`src/rtl/pool_pkg.sv`:
```
// Shared definitions for the Pool1 2x2 max-pooling scheduler.
// Contents: FSM state encoding, data/word widths, output write-enable pattern.
package pool_pkg;

    localparam int DATA_W = 16;
    localparam int WORD_W = 32;

    localparam logic [1:0] OUT_WE_FULL = 2'b11;

    typedef enum logic [3:0] {
        IDLE,
        RD_TOP,
        RD_BOT,
        CAP_TOP,
        CMP_TOP,
        CMP_BOT,
        WAIT_P,
        CMP_FIN,
        WAIT_F,
        WRITE,
        DONE
    } state_t;

endpackage

```
`src/rtl/pool1_addr_gen.sv`:
```
// Window address generator for the Pool1 scheduler.
// Ports:
//   clk, rst        clock, asynchronous active-high reset
//   load            reinitialise all counters for a new map
//   advance         step to the next 2x2 window (issued once per output write)
//   words, rows     latched map geometry (32-bit words per row, pixel rows)
//   row_addr        input word address of the current top row
//   col             current word column within the row pair
//   out_ptr         output address of the current window's result
//   last            current window is the final one of the map
module pool1_addr_gen #(
    parameter int unsigned AW       = 10,
    parameter int unsigned IN_BASE  = 0,
    parameter int unsigned OUT_BASE = 0
) (
    input  logic          clk,
    input  logic          rst,
    input  logic          load,
    input  logic          advance,
    input  logic [AW-1:0] words,
    input  logic [AW-1:0] rows,
    output logic [AW-1:0] row_addr,
    output logic [AW-1:0] col,
    output logic [AW-1:0] out_ptr,
    output logic          last
);

    logic [AW-1:0] row_idx;
    logic          col_last;

    assign col_last = (col == words - AW'(1));

    // Last window when the next row pair would not be complete; widened so
    // row_idx + 3 cannot wrap and drop an odd final row incorrectly.
    assign last = col_last &&
                  (({2'b00, row_idx} + (AW+2)'(3)) >= {2'b00, rows});

    always_ff @(posedge clk or posedge rst) begin
        if (rst) begin
            row_addr <= '0;
            col      <= '0;
            out_ptr  <= '0;
            row_idx  <= '0;
        end else if (load) begin
            row_addr <= AW'(IN_BASE);
            col      <= '0;
            out_ptr  <= AW'(OUT_BASE);
            row_idx  <= '0;
        end else if (advance) begin
            out_ptr <= out_ptr + AW'(1);
            if (col_last) begin
                col      <= '0;
                row_addr <= row_addr + words + words;
                row_idx  <= row_idx + AW'(2);
            end else begin
                col <= col + AW'(1);
            end
        end
    end

endmodule

```
`src/rtl/pool1_scheduler.sv`:
```
// Pool1 2x2 max-pooling sequencer.
// Reads a top/bottom word pair (two 16-bit pixels each) per window, drives an
// external pairwise max comparator three times, writes one 16-bit result.
// Ports:
//   clk, rst                 clock, asynchronous active-high reset
//   start                    start pulse (accepted only in IDLE)
//   cfg_words, cfg_rows      map width in words, map height in rows
//   busy, done, err          status: running, completion pulse, sticky error
//   in_en/in_addr/in_rdata   input BRAM read port (1-cycle read latency)
//   cmp_valid/cmp_a/cmp_b    comparator operand issue
//   cmp_res_valid/cmp_res    comparator result return (in order)
//   out_we/out_addr/out_wdata output BRAM write port
module pool1_scheduler
    import pool_pkg::*;
#(
    parameter int unsigned AW       = 10,
    parameter int unsigned IN_BASE  = 0,
    parameter int unsigned OUT_BASE = 0
) (
    input  logic              clk,
    input  logic              rst,
    input  logic              start,
    input  logic [AW-1:0]     cfg_words,
    input  logic [AW-1:0]     cfg_rows,
    output logic              busy,
    output logic              done,
    output logic              err,
    output logic              in_en,
    output logic [AW-1:0]     in_addr,
    input  logic [WORD_W-1:0] in_rdata,
    output logic              cmp_valid,
    output logic [DATA_W-1:0] cmp_a,
    output logic [DATA_W-1:0] cmp_b,
    input  logic              cmp_res_valid,
    input  logic [DATA_W-1:0] cmp_res,
    output logic [1:0]        out_we,
    output logic [AW-1:0]     out_addr,
    output logic [DATA_W-1:0] out_wdata
);

    state_t state, state_nx;

    logic [AW-1:0]     words_q, rows_q;
    logic [WORD_W-1:0] top_q, bot_q;
    logic [DATA_W-1:0] p0_q, p1_q, wdata_q;
    logic [1:0]        res_cnt;
    logic              err_q;

    logic [AW-1:0] row_addr, col, out_ptr;
    logic          last;

    logic start_ok, cfg_empty, res_in_pair, pair_done, spurious;

    assign start_ok    = start && (state == IDLE);
    assign cfg_empty   = (cfg_words == '0) || (cfg_rows < AW'(2));
    assign res_in_pair = cmp_res_valid && ((state == CMP_BOT) || (state == WAIT_P));
    // Second pair result arriving this cycle completes the pair.
    assign pair_done   = res_in_pair && (state == WAIT_P) && (res_cnt == 2'd1);
    assign spurious    = cmp_res_valid &&
                         (state inside {IDLE, RD_TOP, RD_BOT, CAP_TOP, CMP_TOP, CMP_FIN, WRITE});

    pool1_addr_gen #(
        .AW       (AW),
        .IN_BASE  (IN_BASE),
        .OUT_BASE (OUT_BASE)
    ) u_addr_gen (
        .clk      (clk),
        .rst      (rst),
        .load     (start_ok),
        .advance  (state == WRITE),
        .words    (words_q),
        .rows     (rows_q),
        .row_addr (row_addr),
        .col      (col),
        .out_ptr  (out_ptr),
        .last     (last)
    );

    always_ff @(posedge clk or posedge rst) begin
        if (rst) state <= IDLE;
        else     state <= state_nx;
    end

    always_comb begin
        state_nx = state;
        case (state)
            IDLE:    if (start) state_nx = cfg_empty ? DONE : RD_TOP;
            RD_TOP:  state_nx = RD_BOT;
            RD_BOT:  state_nx = CAP_TOP;
            CAP_TOP: state_nx = CMP_TOP;
            CMP_TOP: state_nx = CMP_BOT;
            CMP_BOT: state_nx = WAIT_P;
            WAIT_P:  if (pair_done) state_nx = CMP_FIN;
            CMP_FIN: state_nx = WAIT_F;
            WAIT_F:  if (cmp_res_valid) state_nx = WRITE;
            WRITE:   state_nx = last ? DONE : RD_TOP;
            DONE:    state_nx = IDLE;
            default: state_nx = IDLE;
        endcase
    end

    always_comb begin
        busy      = (state != IDLE);
        done      = (state == DONE);
        err       = err_q;
        in_en     = 1'b0;
        in_addr   = '0;
        cmp_valid = 1'b0;
        cmp_a     = '0;
        cmp_b     = '0;
        out_we    = '0;
        out_addr  = '0;
        out_wdata = wdata_q;
        case (state)
            RD_TOP: begin
                in_en   = 1'b1;
                in_addr = row_addr + col;
            end
            RD_BOT: begin
                in_en   = 1'b1;
                in_addr = row_addr + words_q + col;
            end
            CMP_TOP: begin
                cmp_valid = 1'b1;
                cmp_a     = top_q[DATA_W-1:0];
                cmp_b     = top_q[WORD_W-1:DATA_W];
            end
            CMP_BOT: begin
                cmp_valid = 1'b1;
                cmp_a     = bot_q[DATA_W-1:0];
                cmp_b     = bot_q[WORD_W-1:DATA_W];
            end
            CMP_FIN: begin
                cmp_valid = 1'b1;
                cmp_a     = p0_q;
                cmp_b     = p1_q;
            end
            WRITE: begin
                out_we   = OUT_WE_FULL;
                out_addr = out_ptr;
            end
            default: ;
        endcase
    end

    // Read data arrives one cycle after in_en, so each word is registered on
    // the edge leaving the state after its read: top leaving RD_BOT, bottom
    // leaving CAP_TOP. Both are then stable for their comparator issue.
    always_ff @(posedge clk or posedge rst) begin
        if (rst) begin
            words_q <= '0;
            rows_q  <= '0;
            top_q   <= '0;
            bot_q   <= '0;
            p0_q    <= '0;
            p1_q    <= '0;
            wdata_q <= '0;
            res_cnt <= '0;
            err_q   <= 1'b0;
        end else begin
            if (start_ok) begin
                words_q <= cfg_words;
                rows_q  <= cfg_rows;
            end
            if (spurious)      err_q <= 1'b1;
            else if (start_ok) err_q <= 1'b0;

            if (state == RD_BOT)  top_q <= in_rdata;
            if (state == CAP_TOP) bot_q <= in_rdata;

            if (state == RD_TOP) begin
                res_cnt <= '0;
            end else if (res_in_pair) begin
                if (res_cnt == 2'd0) p0_q <= cmp_res;
                else                 p1_q <= cmp_res;
                res_cnt <= res_cnt + 2'd1;
            end

            if ((state == WAIT_F) && cmp_res_valid) wdata_q <= cmp_res;
        end
    end

endmodule

```
`config.mk`:
```
export PLATFORM = sky130hd
export DESIGN_NAME = pool1_scheduler
export DESIGN_NICKNAME = d
export VERILOG_FILES = /design/src/rtl/pool_pkg.sv /design/src/rtl/pool1_addr_gen.sv /design/src/rtl/pool1_scheduler.sv
export SDC_FILE = /design/constraint.sdc
export NUM_CORES = 1
export LEC_CHECK = 0
export CAP_MARGIN = 20
export CELL_PAD_IN_SITES_DETAIL_PLACEMENT = 1
export CELL_PAD_IN_SITES_GLOBAL_PLACEMENT = 2
export CORE_MARGIN = 5
export CORE_UTILIZATION = 37
export DETAILED_ROUTE_END_ITERATION = 10
export PLACE_DENSITY = 0.88
export SKIP_LAST_GASP = 1
export SYNTH_ARGS = -nofsm -noshare
export SYNTH_HDL_FRONTEND = slang
export SYNTH_SLANG_ARGS = --single-unit
```
`constraint.sdc`:
```
create_clock -name clk -period 10.3 [get_ports clk]
set_clock_uncertainty 0.1 [all_clocks]
set_input_delay 2.575 -clock clk [delete_from_list [all_inputs] [get_ports clk]]
set_output_delay 2.575 -clock clk [all_outputs]
set_load 0.02 [all_outputs]
```
# Word level (Yosys, flattened, before mapping)
# Index checks and enable logic that the tools add are counted.
# W data, S select, Z words.
dict set report totals {
  ff_bits 179
  latch_bits 0
  ram_bits 0
  romBits 0
  in_bits 72
  output_inout_bits 75
  wordCells 95
  mem_count 0
}
dict set report classes {
  add_sub_neg 10
  multipliers 0
  div 0
  order_cmp 2
  n_eq_ne 15
  n_shift 0
  n_mux 28
  bitwise_logic 2
  reduce_logical 24
}
# op count
set ops {}
lappend ops {{$mux W10} 12}
lappend ops {{$pmux W16 S3} 2}
lappend ops {{$add A10 B10 Y10} 4}
lappend ops {{$pmux W4 S10} 1}
lappend ops {{$add A10 B1 Y10 const B} 2}
lappend ops {{$mux W4} 5}
lappend ops {{$pmux W10 S2} 1}
lappend ops {{$eq A4 B3 Y1 const B} 4}
lappend ops {{$eq A4 B4 Y1 const B} 3}
lappend ops {{$ge A12 B10 Y1} 1}
lappend ops {{$add A10 B2 Y11 const B} 1}
lappend ops {{$add A10 B2 Y10 const B} 1}
lappend ops {{$eq A10 B10 Y1} 1}
lappend ops {{$logic_not A10 Y1} 1}
lappend ops {{$lt A10 B2 Y1 const B} 1}
lappend ops {{$sub A10 B1 Y10 const B} 1}
lappend ops {{$reduce_and A3 Y1} 3}
lappend ops {{$eq A4 B2 Y1 const B} 2}
lappend ops {{$reduce_bool A2 Y1} 4}
lappend ops {{$logic_and A1 B1 Y1} 7}
lappend ops {{$reduce_bool A7 Y1} 1}
lappend ops {{$mux W2} 3}
lappend ops {{$ne A2 B2 Y1 const B} 3}
lappend ops {{$eq A4 B1 Y1 const B} 1}
lappend ops {{other kinds (11)} 16}

# Longest topological paths before layout
# Gate-level depths: netlist of the first run.
dict set report logic_depth {
  word_depth 7
  depth_mapped 18
  depth_no_buf 18
}

# By module
# A second synthesis of the first run with hierarchy kept.
dict set report hier_totals {
  cells_unflattened 1022
  hier_area_um2 10143.5
}
# mod n_inst cells_each area_each_um2 seq_area_each_um2
set by_module_without_submodules {}
lappend by_module_without_submodules {pool1_scheduler 1 699 7280.7 3478.3}
lappend by_module_without_submodules {pool1_addr_gen 1 323 2862.7 950.9}

# Least setup slack after synthesis of the first run
# No wires, ideal clock.
dict set report synth_path {
  kind {register to output}
  start {register words_q[0]}
  end {output port in_addr[9]}
  t_arrival_ns 3.504
  required_ns 7.625
  slack_ns 4.121
  path_stages_with_launch 17
  n_path_buf 0
  path_cell_list {dfrtp_1 > ha_1 > inv_1 > fa_1 > nor2b_1 > o21ai_0 > a21oi_1 > o21ai_0 > nor2b_1 > xnor2_1 > mux2_2 > ha_1 > o41a_1 > nor2_1 > a21oi_1 > xnor2_1 > mux2i_1}
}
dict set report synth_between {
  elab_chain_cells 3
}
# item line
set synth_rtl {}
lappend synth_rtl {{start, declared} pool1_scheduler.sv:43} ;# logic [AW-1:0] words_q, rows_q;
lappend synth_rtl {{start signal, assigned} pool1_scheduler.sv:162} ;# words_q <= cfg_words;
lappend synth_rtl {{$add A10 B10 Y10 (2 in a row)} pool1_scheduler.sv:121} ;# in_addr = row_addr + words_q + col;
lappend synth_rtl {{$pmux W10 S2} pool1_scheduler.sv:114} ;# case (state)
lappend synth_rtl {{end, declared} pool1_scheduler.sv:29} ;# output logic [AW-1:0] in_addr,
# Every way passes these cells.

# Final worst setup path of the first run
dict set report layout_path {
  start {register state[1]}
  end {output port in_addr[9]}
}
dict set report layout_between {
  elab_chain_cells 2
  elab_cells_between_ends 3
  classes_between {eq/ne (2); mux (1)}
}
# item line
set layout_rtl {}
lappend layout_rtl {{start, declared} pool1_scheduler.sv:41} ;# state_t state, state_nx;
lappend layout_rtl {{start signal, assigned} pool1_scheduler.sv:81} ;# else state <= state_nx;
lappend layout_rtl {{$eq A4 B2 Y1 / $eq A4 B1 Y1 (equally long branches)} pool1_scheduler.sv:114}
lappend layout_rtl {{$pmux W10 S2 *} pool1_scheduler.sv:114}
# Mark *: on every way between the ends. The rest lies on a longest branch, timed or not.

==> results of run 1 <==
-- placed cells by master (no fill, tap or decap), types with 4 or more instances in the layout --
cell and count:
o21bai_1 4, and3_1 9, nand4_1 6, ha_1 43
o211ai_1 4, a21o_1 6, nand3_1 22, or3_1 6
nor2b_1 10, buf_4 10, o21ai_0 40, a31oi_1 6
dfrtp_1 176, mux2i_1 43, and2_1 11, xnor2_1 34
clkbuf_16 17, nor4_1 4, xor2_1 20, inv_6 5
inv_1 34, a211oi_1 4, a21oi_1 58, nand2_1 180
clkinv_8 4, nor2_1 122, nor3_1 16, nand2b_1 7
inv_8 4, mux2_2 84, clkdlybuf4s50_1 145
-- layer usage --
metal / global-route usage / vias to the layer above
li1: - / 3855
met1: 0.266 / 4088
met2: 0.318 / 128
met3: 0.0238 / 29
met4: 0.0655 / 0
met5: 0 / -
-- cell type report --
class	instances	area, sq um	share of cell area
inverter	36	140	0.0113
multi-input combinational	793	5250	0.422
antenna	3	7.51	0.000604
clock inverter	14	161	0.0130
tap	341	427	0.0343
sequential	177	4430	0.357
timing repair buffer	157	1580	0.127
clock buffer	18	429	0.0345
-- final timing paths --
path | endpoint | cells after the start | startpoint
max | in_addr[9] | 13 | state[1]
min | top_q[24] | 2 | top_q[24]
max reg2reg | u_addr_gen.row_addr[9] | 17 | words_q[0]
min reg2reg | top_q[24] | 2 | top_q[24]
max in group asynchronous | p0_q[9] | 5 | rst
min in group asynchronous | out_wdata[9] | 2 | rst
-- registers in the layout, summed over array words and instances (netlist names) --
| name | count |
|---|---|
| bot_q | 32 |
| err | 1 |
| out_wdata | 16 |
| p0_q | 16 |
| p1_q | 16 |
| res_cnt | 2 |
| rows_q | 9 |
| state | 4 |
| top_q | 32 |
| u_addr_gen.col | 10 |
| u_addr_gen.out_ptr | 10 |
| u_addr_gen.row_addr | 10 |
| u_addr_gen.row_idx | 9 |
| words_q | 10 |
-- worst register-to-register path: stages, from the launching register on --
cell and delay, ns:
dfrtp_1 0.54, ha_1 0.25, inv_1 0.06, fa_1 0.40, nor2b_1 0.13, o21ai_0 0.10
a21oi_1 0.18, o21ai_0 0.13, nor2b_1 0.17, xnor2_1 0.21, ha_1 0.29, or2_2 0.29
a21boi_0 0.15, and3_1 0.21, a221oi_1 0.35, xnor2_1 0.11, or3_1 0.31, a21oi_1 0.15
-- per-stage QoR --
step,cells,total power (uW)
global route,1539,4260
floorplan,1059,2620
global placement,1502,3220
finish,1539,3940
detailed placement,1502,3300
CTS,1534,3980
-- power by group through the flow --
stage	clock network (uW)	registers [uW]	logic, uW
floorplan	0	1190	1430
global placement	0	1250	1960
detailed placement	0	1270	2020
CTS	672	1260	2050
global route	703	1310	2250
finish	658	1260	2020
-- cell families after synthesis --
kind of cell,after synthesis
adders and majority gates,46
muxes,127
xor gates and xnor gates,55
AOI/OAI and AO/OA,153
DFF,177
and+or+nand+nor,412
buffers and inverters,89
==> impl_results.md, run 1 <==
- Family with the most delay on the worst path: buffers and inverters
- Antenna Nets Post-Route: 0
- Postcts setup bufs: 0
- Setup TNS Final: 0 ns
- Hold Slack: approximately 0.38 ns
- Die height: approximately 170 microns
- Final Setup Violations: 0
- PnR worst setup slack: roughly 2.4 ns
- Die Wd: 175 microns
- Prevailing post-synth register cell: dfrtp_1
- Via density: 5.26
- Clk buf depth: 2
- Crit path buffers/inverters: 3
- Core Footprint: 26800 sq um
- Crit path largest cell delay: between 0.9 and 1 ns
- Crit path launch type: flip-flop
- Clk slew on worst S/H paths: 0.08 ns
- Die area: approximately 31000 sq um
- Met2 WL: about 14000 microns
- Largest family of logic cells by synthesized area: simple AND/OR/NAND/NOR gates
- Most instantiated cells after synthesis: nand2_1 (180), dfrtp_1 (177), nor2_1 (122)
- Setup Crit Path Kind: reg2out
- Mapped Area: approximately 10000 sq um
- Seq cells post-synth: ~180
- Final Hold Vio Count: 0
- Reg2reg setup slack: 6.09 ns
- Post-Synth Simple-Gate Area: 0.180
- Share of layout cells above drive strength 1: 0.125
- Synth top area share: 0.441
- Total GRT Usage: 0.194
- Initial antenna violation count: 3
- WL met1: between 10000 and 15000 microns
- RSZ-0062 raised after global routing: no
- Leading area contributor after synthesis: dfrtp_1
- Nets: about 1.3k
- Total CTS buffers: 17
- CTS tree: yes
- Post-Synthesis Cells: 1059
- Largest net degree at the start of global routing: between 100 and 150
- Max-slew violations: 0
- Root buffer cell: clkbuf_16
- Post-synth cell types: 67
- Area after DPL: 11800 sq um
- WP data required: approximately 7.6 ns
- Count leader, synth: nand2_1
- Initial core utilization: 0.374
- Synth Area in Adders: 0.0596
- DR iter-0 viols: 388
- Sequential fraction of the synthesis area: 0.441
- First-pass GRT wire length: 47800 microns
- H-tree level count: 4
- Sink Count: ~180
- Fillers: about 3.1k
- Comb pwr share: 0.513
- Net switching power: 1700 uW
- Area grow syn2layout: 23.8%
- Final core utilization: 0.464
- Worst slew margin: 0.410
- Yosys warns: 0
- TritonRoute pass-1 iters: 4
- Xor/xnor share of the synthesized area: 0.0488
- Fmax: 126 MHz
- CP max-delay cell: dfrtp_1
- Compound-gate portion of the synthesized area: 0.0969
- RePlAce Congestion: slightly above 0.8
- Final non-filler cell area: between 10000 and 15000 sq um
- Synth top area cells: dfrtp_1 (44%), mux2_2 (9.4%), nand2_1 (6.7%), ha_1 (5.4%), nor2_1 (4.6%)
- VDD IR-drop max: between 0.0001 and 0.00015 V
- Worst slew pin tran: approximately 0.9 ns
- Worst-path cell chain: buf_4, nand2b_1, nor3_2, buf_4, mux2_2, ha_1, nand3_1, o211ai_1, o41a_1, a21oi_1, xnor2_1, mux2i_1, clkdlybuf4s50_1
- Run status: finished clean
- # DRC: 0
- Post-layout min period: between 7 and 8 ns
- Clk_lat worst skew: between 0.4 and 0.5 ns
- Internal power: 2240 uW
- Syn_nets: around 1.2k
- Final WL: 29300 microns
- # rows: 60
- Post-place setup slack: about 2.8 ns
- Clock Power Share: 0.167
- Hpwl dp: between 20000 and 25000 microns
- Worst Hold Class: reg2reg
- Post-synth EDFFs: 0
- Avg WL per Cell: 19.0 microns
- Fin crit share: 0.770
- Routed vias: between 8k and 9k
- Vias in the first global route: just under 9k
- Sequential Power Share: 0.320
- Setup crit end kind: primary output
- Met3 wire length: about 860 microns
- CP most frequent cell: buf_4
- IO buf count: around 150
- Resize count post-CTS: 0
- Avg Cell Area, Syn: around 9.5 sq um
- Mux cell area share after synthesis: 0.137
- Worst path arrival time: between 5 and 6 ns
- CTS Hold Bufs: 0
- Static leakage: between 0.005 and 0.006 uW
- Post-synth ARST share: 1.00
- Pwr dens: between 300 and 400 nW/um^2
- Uppermost layer routed: met4
- Crit Path Max Fanout: 43
- IO Pins: 147
- Grt ovf: 0
- Net Sw Frac: 0.432
- Max Cap Viol: 0
Note: power is estimated with default switching activity, not from simulation.
==> run 2, diff against run 1 <==
--- a/config.mk
+++ b/config.mk
@@ -9,9 +9,9 @@
 export CELL_PAD_IN_SITES_DETAIL_PLACEMENT = 1
 export CELL_PAD_IN_SITES_GLOBAL_PLACEMENT = 2
 export CORE_MARGIN = 5
-export CORE_UTILIZATION = 37
+export CORE_UTILIZATION = 31
 export DETAILED_ROUTE_END_ITERATION = 10
-export PLACE_DENSITY = 0.88
+export PLACE_DENSITY = 0.79
 export SKIP_LAST_GASP = 1
 export SYNTH_ARGS = -nofsm -noshare
 export SYNTH_HDL_FRONTEND = slang
==> constraint.sdc (replaced) <==
create_clock -name clk -period 6.75 [get_ports clk]
set_clock_uncertainty 0.1 [all_clocks]
set_input_delay 1.6875 -clock clk [delete_from_list [all_inputs] [get_ports clk]]
set_output_delay 1.6875 -clock clk [all_outputs]
set_load 0.02 [all_outputs]
==> run 2 against run 1 <==
Die area rose by 18%. Worst hold slack barely moved. Critical endpoint is now in_addr[8]. Utilization fell by 7.0 points.
==> impl_results.md, run 2 (synthesis gave the netlist of run 1 again) <==
- Root buffer cell: clkbuf_16
- CTS tree: yes
- Die area: ~36000 sq um
- H-tree level count: 4
- VDD IR-drop max: between 0.0002 and 0.00025 V
- Vias in the first global route: roughly 8.3k
- Clk_lat worst skew: 0.44 ns
- Top Registers: bot_q (32), top_q (32)
- Die height: around 190 microns
- Hpwl dp: approximately 22000 microns
- Worst Hold Class: reg2reg
- Pwr Total: 6030 uW
- # rows: 65
- DR iter-0 viols: around 400
- Total GRT Usage: 0.171
- Post-layout min period: ~6.4 ns
- Final Non-Filler Cells: 1601
- CP most frequent cell: o21ai_0
- CP max-delay cell: clkdlybuf4s50_1
- Via density: between 4 and 5
- Core Footprint: approximately 32000 sq um
- Max-slew violations: 0
- # DRC: 0
- Max Cap Viol: 0
- Clk buf depth: 2
- Worst path arrival time: roughly 4.6 ns
- Setup Crit Path Kind: reg2out
- Critical Path Stages: 14
- Final Setup Violations: 0
- Family with the most delay on the worst path: compound AO/OA/AOI/OAI gates
- Worst-path cell chain: nor2_1, nand2_1, o21ai_0, ha_1, inv_1, fa_1, nor2b_1, o21ai_0, a21boi_0, o21ai_0, a211oi_1, xnor2_1, nor2_1, clkdlybuf4s50_1
- Reg2reg setup slack: approximately 2.6 ns
- Sink Count: between 150 and 200
- Nets: 1304
- Worst slew margin: 0.418
- Avg WL per Cell: about 19 microns
- Setup crit end kind: primary output
- RSZ-0062 raised after global routing: no
- Run status: finished clean
- Initial core utilization: 0.316
- RePlAce Congestion: 0.796
- Grt ovf: 0
- Pwr dens: 484 nW/um^2
- Commonest non-fill, non-tap cell in the layout: nand2_1
- Die Wd: roughly 190 microns
- Routed vias: between 7k and 8k
- Most frequent cells in the layout: nand2_1 (180), dfrtp_1 (175), clkdlybuf4s50_1 (144)
- Crit path largest cell delay: 0.62 ns
- Reg2Reg Depth: 17
- Hold path cells: 2
- IO buf count: 145
- Fin crit share: 0.942
- Antenna Cells: 0
- Setup TNS Final: 0 ns
- Initial antenna violation count: 2
- Share of layout cells above drive strength 1: 0.129
- Crit path buffers/inverters: 2
- Antenna Nets Post-Route: 0
- First-pass GRT wire length: about 48000 microns
- Crit path launch type: flip-flop
- Largest net degree at the start of global routing: 73
- CTS Hold Bufs: 0
- Fmax: approximately 160 MHz
- Placed insts: between 1.5k and 2k
- Worst slew pin tran: 0.873 ns
- Crit Path Max Fanout: 13
- Area grow syn2layout: 24.3%
- TritonRoute pass-1 iters: 4
- Static leakage: ~0.0056 uW
- WP data required: 4.96 ns
- IO Pins: approximately 150
- Total CTS buffers: 17
- Clk slew on worst S/H paths: approximately 0.080 ns
- Final Hold Vio Count: 0
- Final WL: slightly above 30000 microns
## run 2: changes by cell type in the layout (fill, tap and decap cells not counted), sizes merged
cell | previous run | this run
buf | 12 | 16
clkdlybuf4s50 | 145 | 144
clkinv | 5 | 4
clkinvlp | 1 | 0
diode | 3 | 0
dlymetal6s2s | 0 | 1
inv | 44 | 46
## run 2: layout make-up
type | count | area, sq um
Clock inverter | 14 | 135
Tap cell | 402 | 503
Sequential cell | 177 | 4430
Inverter | 36 | 140
Clock buffer | 18 | 439
Timing Repair Buffer | 161 | 1570
Multi-Input combinational cell | 793 | 5250
Fill cell | 3574 | 19200
## run 2: metal layers
| metal | wire [microns] | up-vias | part of all wire | GRT usage |
|---|---|---|---|---|
| met2 | 13800 | 124 | 0.46 | 0.266 |
| met3 | 1170 | 24 | 0.039 | 0.0323 |
| met1 | 14800 | 3979 | 0.49 | 0.246 |
| met5 | 33 | - | 0.0011 | 0 |
| li1 | - | 3858 | - | - |
| met4 | 367 | 4 | 0.012 | 0.0387 |
## run 2: report_power, final
group / switching, uW / total (uW) / leakage, uW / internal [uW]
Sequential: 370 / 1890 / 0.00223 / 1520
Clock: 493 / 996 / 0.000288 / 502
Combinational: 1740 / 3140 / 0.00311 / 1400
## run 2: tightest hold or removal path: cells and delay by family, from the launching register on
kind	cells	cell delay [ns]
DFF	1	0.34
and+or+nand+nor	2	0.10
## run 2: stage by stage
stage,util,hold WS (ns),cell area (sq um),worst slack (ns)
after detailed placement,0.375,0.362,11900,0.619
after global routing,0.393,0.405,12500,0.0169
after CTS,0.393,0.381,12500,0.0955
after floorplan,-,0.345,10000,0.161
after global placement,0.375,0.357,11900,0.619
final,0.393,0.377,12500,0.395
## run 2: worst paths after layout
kind	from	end
max	state[2]	in_addr[8]
min	top_q[10]	top_q[10]
max reg2reg	words_q[0]	u_addr_gen.row_addr[9]
min reg2reg	top_q[10]	top_q[10]
max in group asynchronous	rst	words_q[0]
min in group asynchronous	rst	res_cnt[1]
## run 2: timing repair
action	4_1_cts	5_1_grt
gates resized for setup	0	2
endpoints found under the setup margin	0	1
buffers inserted	0	0
